File: src/rtl/reduce_pipe_if.sv
// Valid/ready bus for reduce_pipe: beat input side and per-packet result side.
// out_beats exists only when REDUCE_PIPE_CNT_EN is defined.
interface reduce_pipe_if #(
    parameter int WIDTH    = 11,
    parameter int CHANNELS = 2,
    parameter int CNT_W    = 8
);
    logic                      in_valid;
    logic                      in_ready;
    logic [CHANNELS*WIDTH-1:0] in_data;
    logic                      in_last;
    logic [1:0]                in_op;
    logic                      out_valid;
    logic                      out_ready;
    logic [CHANNELS-1:0]       out_y;
`ifdef REDUCE_PIPE_CNT_EN
    logic [CNT_W-1:0]          out_beats;
`endif

    modport master (
        output in_valid, in_data, in_last, in_op, out_ready,
`ifdef REDUCE_PIPE_CNT_EN
        input  out_beats,
`endif
        input  in_ready, out_valid, out_y
    );

    modport slave (
        input  in_valid, in_data, in_last, in_op, out_ready,
`ifdef REDUCE_PIPE_CNT_EN
        output out_beats,
`endif
        output in_ready, out_valid, out_y
    );
endinterface

File: src/rtl/reduce_pipe.sv
// Per-lane AND/NAND/OR/XOR reduction accumulated over packet beats.
// Optional saturating beat counter enabled by REDUCE_PIPE_CNT_EN.
module reduce_pipe #(
    parameter int WIDTH    = 11,
    parameter int CHANNELS = 2,
    parameter int CNT_W    = 8
) (
    input  logic           clk,
    input  logic           rst,
    reduce_pipe_if.slave   bus
);
    typedef enum logic {IDLE, ACCUM} state_t;

    localparam logic [1:0] OP_AND  = 2'b00;
    localparam logic [1:0] OP_NAND = 2'b01;
    localparam logic [1:0] OP_OR   = 2'b10;
    localparam logic [1:0] OP_XOR  = 2'b11;

    state_t              state_q, state_d;
    logic [CHANNELS-1:0] acc_q, acc_d;
    logic [CHANNELS-1:0] y_q, y_d;
    logic [CHANNELS-1:0] beat_red, merged;
    logic [1:0]          op_q, op_d, op_eff;
    logic                valid_q, valid_d;
    logic                accept;

    assign bus.in_ready  = ~valid_q | bus.out_ready;
    assign bus.out_valid = valid_q;
    assign bus.out_y     = y_q;
    assign accept        = bus.in_valid & bus.in_ready;
    // The first beat of a packet supplies its own op.
    assign op_eff        = (state_q == IDLE) ? bus.in_op : op_q;

    always_comb begin
        beat_red = '0;
        merged   = '0;
        for (int k = 0; k < CHANNELS; k++) begin
            unique case (op_eff)
                OP_OR:   beat_red[k] = |bus.in_data[k*WIDTH +: WIDTH];
                OP_XOR:  beat_red[k] = ^bus.in_data[k*WIDTH +: WIDTH];
                default: beat_red[k] = &bus.in_data[k*WIDTH +: WIDTH];
            endcase
            if (state_q == IDLE) begin
                merged[k] = beat_red[k];
            end else begin
                unique case (op_eff)
                    OP_OR:   merged[k] = acc_q[k] | beat_red[k];
                    OP_XOR:  merged[k] = acc_q[k] ^ beat_red[k];
                    default: merged[k] = acc_q[k] & beat_red[k];
                endcase
            end
        end
    end

    always_comb begin
        state_d = state_q;
        acc_d   = acc_q;
        op_d    = op_q;
        y_d     = y_q;
        valid_d = valid_q & ~bus.out_ready;
        if (accept) begin
            if (bus.in_last) begin
                state_d = IDLE;
                valid_d = 1'b1;
                y_d     = (op_eff == OP_NAND) ? ~merged : merged;
            end else begin
                state_d = ACCUM;
                acc_d   = merged;
                op_d    = op_eff;
            end
        end
    end

    always_ff @(posedge clk) begin
        if (rst) begin
            state_q <= IDLE;
            acc_q   <= '0;
            op_q    <= OP_AND;
            y_q     <= '0;
            valid_q <= 1'b0;
        end else begin
            state_q <= state_d;
            acc_q   <= acc_d;
            op_q    <= op_d;
            y_q     <= y_d;
            valid_q <= valid_d;
        end
    end

`ifdef REDUCE_PIPE_CNT_EN
    logic [CNT_W-1:0] cnt_q, cnt_base, cnt_next;
    logic [CNT_W-1:0] beats_q;

    // A fresh packet counts from zero regardless of the stale counter.
    assign cnt_base      = (state_q == IDLE) ? '0 : cnt_q;
    assign cnt_next      = (&cnt_base) ? cnt_base : cnt_base + CNT_W'(1);
    assign bus.out_beats = beats_q;

    always_ff @(posedge clk) begin
        if (rst) begin
            cnt_q   <= '0;
            beats_q <= '0;
        end else if (accept) begin
            cnt_q <= cnt_next;
            if (bus.in_last) beats_q <= cnt_next;
        end
    end
`endif
endmodule

File: src/flat_wrapper.sv
// flat-port wrapper written by rule: the top's interface ports become plain ports
module reduce_pipe_flat 
#(
    parameter int WIDTH    = 11,
    parameter int CHANNELS = 2,
    parameter int CNT_W    = 8
)
  (clk, rst, bus_in_valid, bus_in_data, bus_in_last, bus_in_op, bus_out_ready, bus_in_ready, bus_out_valid, bus_out_y);
  reduce_pipe_if #(.WIDTH(WIDTH), .CHANNELS(CHANNELS), .CNT_W(CNT_W)) bus_i ();
  input  logic clk;
  input  logic rst;
  input wire logic [$bits(bus_i.in_valid)-1:0] bus_in_valid;
  input wire logic [$bits(bus_i.in_data)-1:0] bus_in_data;
  input wire logic [$bits(bus_i.in_last)-1:0] bus_in_last;
  input wire logic [$bits(bus_i.in_op)-1:0] bus_in_op;
  input wire logic [$bits(bus_i.out_ready)-1:0] bus_out_ready;
  output wire logic [$bits(bus_i.in_ready)-1:0] bus_in_ready;
  output wire logic [$bits(bus_i.out_valid)-1:0] bus_out_valid;
  output wire logic [$bits(bus_i.out_y)-1:0] bus_out_y;
  assign bus_i.in_valid = bus_in_valid;
  assign bus_i.in_data = bus_in_data;
  assign bus_i.in_last = bus_in_last;
  assign bus_i.in_op = bus_in_op;
  assign bus_i.out_ready = bus_out_ready;
  assign bus_in_ready = bus_i.in_ready;
  assign bus_out_valid = bus_i.out_valid;
  assign bus_out_y = bus_i.out_y;
  reduce_pipe #(.WIDTH(WIDTH), .CHANNELS(CHANNELS), .CNT_W(CNT_W)) u_core (.clk(clk), .rst(rst), .bus(bus_i));
endmodule
File: config.mk
export PLATFORM = sky130hd
export DESIGN_NAME = reduce_pipe_flat
export DESIGN_NICKNAME = d
export VERILOG_FILES = /design/src/rtl/reduce_pipe_if.sv /design/src/rtl/reduce_pipe.sv /design/src/flat_wrapper.sv
export SDC_FILE = /design/constraint.sdc
export NUM_CORES = 1
export LEC_CHECK = 0
export CORE_UTILIZATION = 45
export DETAILED_ROUTE_END_ITERATION = 6
export PLACE_DENSITY = 0.75
export SYNTH_ARGS = -nofsm -noshare
export SYNTH_HDL_FRONTEND = slang
export SYNTH_SLANG_ARGS = --single-unit
File: constraint.sdc
create_clock -name clk -period 6.7 [get_ports clk]
set_clock_uncertainty 0.05 [all_clocks]
set_input_delay 1.34 -clock clk [delete_from_list [all_inputs] [get_ports clk]]
set_output_delay 1.34 -clock clk [all_outputs]
set_load 0.02 [all_outputs]
# After elaboration in Yosys (flattened, before gate mapping)
# Index checks and enable logic that the tools add are counted.
[op_classes] mux=11 n_bitwise=13 n_eq_ne=3 n_reduce_logical=8
[op_table] cell="11-bit AND reduction" count=2
[op_table] cell="11-bit OR reduction" count=2
[op_table] cell="11-bit XOR reduction" count=2
[op_table] cell="1-bit case mux with 2 select lines" count=4
[op_table] cell="1-bit two-way mux" count=5
[op_table] cell="1-bit bitwise AND" count=4
[op_table] cell="2-bit == test, second input constant" count=2
[op_table] cell="2-bit two-way mux" count=2
[op_table] cell="2-bit AND reduction" count=2
[op_table] cell="1-bit inverter" count=3
[op_table] cell="1-bit OR" count=3
[op_table] cell="2-bit by 1-bit == test with 1-bit output, second input constant" count=1
[op_table] cell="2-bit inverter" count=1
[op_table] cell="1-bit bitwise XOR" count=2
[word_totals] ff_bits=8 in_bits=29 output_inout_bits=4 elab_cells=40

# Longest topological paths before layout
[depth] depth_word=8 ltp_mapped=13 ltp_nobuf=13

# Worst setup path after synthesis
# Ideal clock, no wire load.
[synth_path] path_kind="input to register" from="input port bus_in_data[8]" to="register u_core.y_q[0], in the netlist u_core.bus.out_y[0]" slack_ps=2915 cell_stages=11 required_time_ps=6591 t_arrival_ps=3676 cell_sequence="inv_1 -> ha_1 -> xnor2_1 -> xnor3_2 -> o32a_2 -> ha_1 -> nand2b_1 -> a31oi_1 -> xor2_1 -> a311oi_1 -> o31a_1"
[synth_between] elab_chain_len=7 word_cells_on_any_way=11
[synth_rtl] element="start, declared" line="flat_wrapper.sv:13" text="input wire logic [$bits(bus_i.in_data)-1:0] bus_in_data;"
[synth_rtl] element="11-bit AND reduction (tied with other cells)" line="reduce_pipe.sv:41" text="default: beat_red[k] = &bus.in_data[k*WIDTH +: WIDTH];"
[synth_rtl] element="1-bit case mux with 2 select lines (*)" line="reduce_pipe.sv:38" text="unique case (op_eff)"
[synth_rtl] element="1-bit bitwise AND (tied with other cells)" line="reduce_pipe.sv:49" text="default: merged[k] = acc_q[k] & beat_red[k];"
[synth_rtl] element="1-bit case mux with 2 select lines" line="reduce_pipe.sv:46" text="unique case (op_eff)"
[synth_rtl] element="1-bit two-way mux (*)" line="reduce_pipe.sv:43" text="if (state_q == IDLE) begin"
[synth_rtl] element="2-bit inverter" line="reduce_pipe.sv:65" text="y_d = (op_eff == OP_NAND) ? ~merged : merged;"
[synth_rtl] element="2-bit two-way mux (*)" line="reduce_pipe.sv:65"
[synth_rtl] element="end signal, assigned" line="reduce_pipe.sv:85" text="y_q <= y_d;"
[synth_rtl] element="end, declared" line="reduce_pipe.sv:21" text="logic [CHANNELS-1:0] y_q, y_d;"
# Every way passes the cells marked *; elsewhere a longest branch is shown, timed or not.
# A chain may end at the register's enable or synchronous reset.

# Worst setup path in the final report
# Ends and elaborated chain as after synthesis.

==> impl_metrics.json <==
{
  "setup_viol": 0,
  "yosys_warnings": 0,
  "wl_um": 2310,
  "synth_adder_area_share_pct": 27.9,
  "antennaDiodeCount": 0,
  "synth_cell_types": 34,
  "fin_crit_ns": 4.19,
  "r2r-end": "u_core.bus.out_y[0]$_SDFFE_PP0P_",
  "grt_pass1_vias": 958,
  "ios": 33,
  "worstSetupPathType": "in2reg",
  "outcome": "completed",
  "syn_to_final_growth_pct": 34.1,
  "yosys.area.top_type": "ha_1",
  "tightest_slew_ns": 0.605,
  "yosysMostFrequentCell": "inv_1",
  "start_kind": "primary input",
  "num_vias": 984,
  "dp_hpwl_um": 1950,
  "start_util_pct": 48.2,
  "synth_ff_type": "dfxtp_1",
  "grt-ovfl-total": 0,
  "finalNetCount": 215,
  "r2r-start": "u_core.state_q$_SDFFE_PP0P_",
  "muxShareOfSynthArea_pct": 5.23,
  "num_rows": 17,
  "yosys.area_share.simple_pct": 15.0,
  "hold_violations": 0,
  "synth_edf_count": 0,
  "die_h_um": 50.9,
  "grt_max_degree": 14,
  "drive_above_1_share_pct": 7.50,
  "seq_area_frac_synth_pct": 14.9,
  "clock-root-buffer": "clkbuf_4",
  "final_max_slew_viol_count": 0,
  "cp.arrival_ns": 4.34,
  "worstSetupStartpoint": "bus_in_data[8]",
  "clkLatencyLatePin_ns": 0.26,
  "hp-class": "reg2reg",
  "powerDensity_mw_per_mm2": 127,
  "drtIter0Drc": 29,
  "postCtsHoldBufs": 0,
  "rsz0062_at_grt": "false",
  "viasPerCell": 5.23,
  "clk_pin_slew_ns": 0.06,
  "ys_top_cells_by_area": "ha_1 28%, dfxtp_1 15%, inv_1 8.7%",
  "gp_congestion": 0.798,
  "slew-limit-headroom_pct": 59.5,
  "postSynthCellCount": 127,
  "antenna_found_initial": 0,
  "fmax_mhz": 239,
  "synth_xor_area_share_pct": 11.5,
  "crit_fanout": 2,
  "clockBufferDepth": 2,
  "crit_end": "u_core.bus.out_y[0]$_SDFFE_PP0P_",
  "synth-compound-area-share_pct": 15.7,
  "postCtsResizedCells": 0,
  "port_buffers": 32,
  "core_area_mm2": 0.00223,
  "power_leakage_nw": 0.687,
  "ant_nets": 0,
  "detail_route.wl_per_cell_um": 12.3,
  "reg2reg_slack_ns": 3.95,
  "dieArea_mm2": 0.00259,
  "finalInstanceArea_mm2": 0.00144,
  "totalNegativeSetupSlack_ns": 0,
  "cts_setup_buffers": 0,
  "ir_worst_vdd_v": 0.0000896,
  "cts_buffers": 3,
  "cts_tree": "yes",
  "r2r_cells": 9,
  "firstDrtPassIters": 4,
  "remaining_drc_errors": 0,
  "netlist.area_leader.share_pct": 27.9,
  "synthArstFlopShare_pct": 0,
  "cts_sinks": 8,
  "place_area_mm2": 0.00142,
  "finalCritPeriodShare_pct": 62.6,
  "drv_cap": 0,
  "required_ns": 6.84,
  "synth_seq_cells": 8,
  "endpoint_kind": "flip-flop",
  "syn_area_mm2": 0.00108,
  "grt_use_total_pct": 19.4,
  "grt_pass1_wl_um": 3850,
  "avgSynthCellArea_um2": 8.47,
  "fp.dieW_um": 50.9,
  "synth_top_family_by_area": "adder cells",
  "syn-num-nets": 180,
  "h-tree-depth": 1,
  "ys_top_cells_by_count": "25 x inv_1, 24 x ha_1, 11 x nor2_1"
}
[where the power goes]
part	internal (mW)	switching (mW)	total, mW
sequential	0.0511	0.00436	0.0555
combinational	0.0529	0.0377	0.0907
clock	0.0205	0.0164	0.0369
[sequential cells by signal (all words and copies together), names as in the netlist]
| name | count |
|---|---|
| u_core.op_q | 2 |
| u_core.acc_q | 2 |
| u_core.bus.out_valid | 1 |
| u_core.state_q | 1 |
| u_core.bus.out_y | 2 |
[critical path, cell delays in order]
cell	delay [ns]
clkdlybuf4s50_1	0.48
inv_1	0.05
ha_1	0.29
xnor2_1	0.16
xnor3_2	0.45
o32a_2	0.34
ha_1	0.29
nand2b_1	0.14
a31oi_1	0.24
xor2_1	0.10
a311oi_1	0.29
o31a_1	0.17
[through the flow]
step	std cells	power (mW)	utilization, %	worst slack (ns)	hold slack, ns
detailed placement	185	0.147	63.6	2.25	0.475
finish	188	0.183	64.6	2.51	0.488
global route	188	0.195	64.6	2.30	0.513
floorplan	127	0.115	-	2.91	0.465
CTS	188	0.185	64.6	2.50	0.489
global placement	185	0.144	63.6	2.35	0.469
[layout make-up]
type	instances	area [um2]
clock buffers	3	22.5
fillers	207	791
inverters	25	93.8
multi-input cells	92	811
flip-flops and latches	8	160
well taps	28	35.0
repair buffers	32	320
[placed cells by master (no fill, tap or decap), types with 2 or more instances in the layout]
master / synthesis / final
clkdlybuf4s50_1: 0 / 32
inv_1: 25 / 25
ha_1: 24 / 24
nor2_1: 11 / 11
dfxtp_1: 8 / 8
a21oi_1: 6 / 6
nand2_1: 5 / 5
xnor2_1: 4 / 4
nand2b_1: 4 / 4
nor2b_1: 3 / 3
nand4_1: 3 / 3
xor2_1: 3 / 3
a311oi_1: 3 / 3
clkbuf_4: 0 / 3
mux2i_1: 2 / 2
mux2_2: 2 / 2
a211oi_2: 2 / 2
and3_1: 2 / 2
a211oi_1: 2 / 2
o31a_1: 2 / 2
[logic make-up after synthesis]
group                      Yosys count
adders and majority gates           24
and+or+nand+nor                     32
buffers and inverters               27
DFF                                  8
xor gates and xnor gates            10
muxes                                5
AOI/OAI and AO/OA                   21
[layer usage]
metal | wire [um] | global-route usage [%] | vias up
met2 | 1190 | 38.2 | 29
met3 | 108 | 1.19 | 4
met4 | 25 | 6.94 | 0
li1 | - | - | 503
met5 | 0 | 0 | -
met1 | 993 | 21.4 | 448
[worst min path at each step]
| stage | slack [ns] | cells past startpoint | end | start |
|---|---|---|---|---|
| global route | 0.51 | 2 | u_core.bus.out_y[1]$_SDFFE_PP0P_ | u_core.bus.out_y[1]$_SDFFE_PP0P_ |
| floorplan | 0.47 | 2 | u_core.op_q[0]$_SDFFE_PP0P_ | u_core.op_q[0]$_SDFFE_PP0P_ |
| CTS | 0.49 | 2 | u_core.bus.out_y[1]$_SDFFE_PP0P_ | u_core.bus.out_y[1]$_SDFFE_PP0P_ |
| finish | 0.49 | 2 | u_core.bus.out_y[1]$_SDFFE_PP0P_ | u_core.bus.out_y[1]$_SDFFE_PP0P_ |
| detailed placement | 0.47 | 2 | u_core.bus.out_y[1]$_SDFFE_PP0P_ | u_core.bus.out_y[1]$_SDFFE_PP0P_ |
| global placement | 0.47 | 2 | u_core.bus.out_y[1]$_SDFFE_PP0P_ | u_core.bus.out_y[1]$_SDFFE_PP0P_ |
No activity file was read; power rests on OpenSTA's default activity.
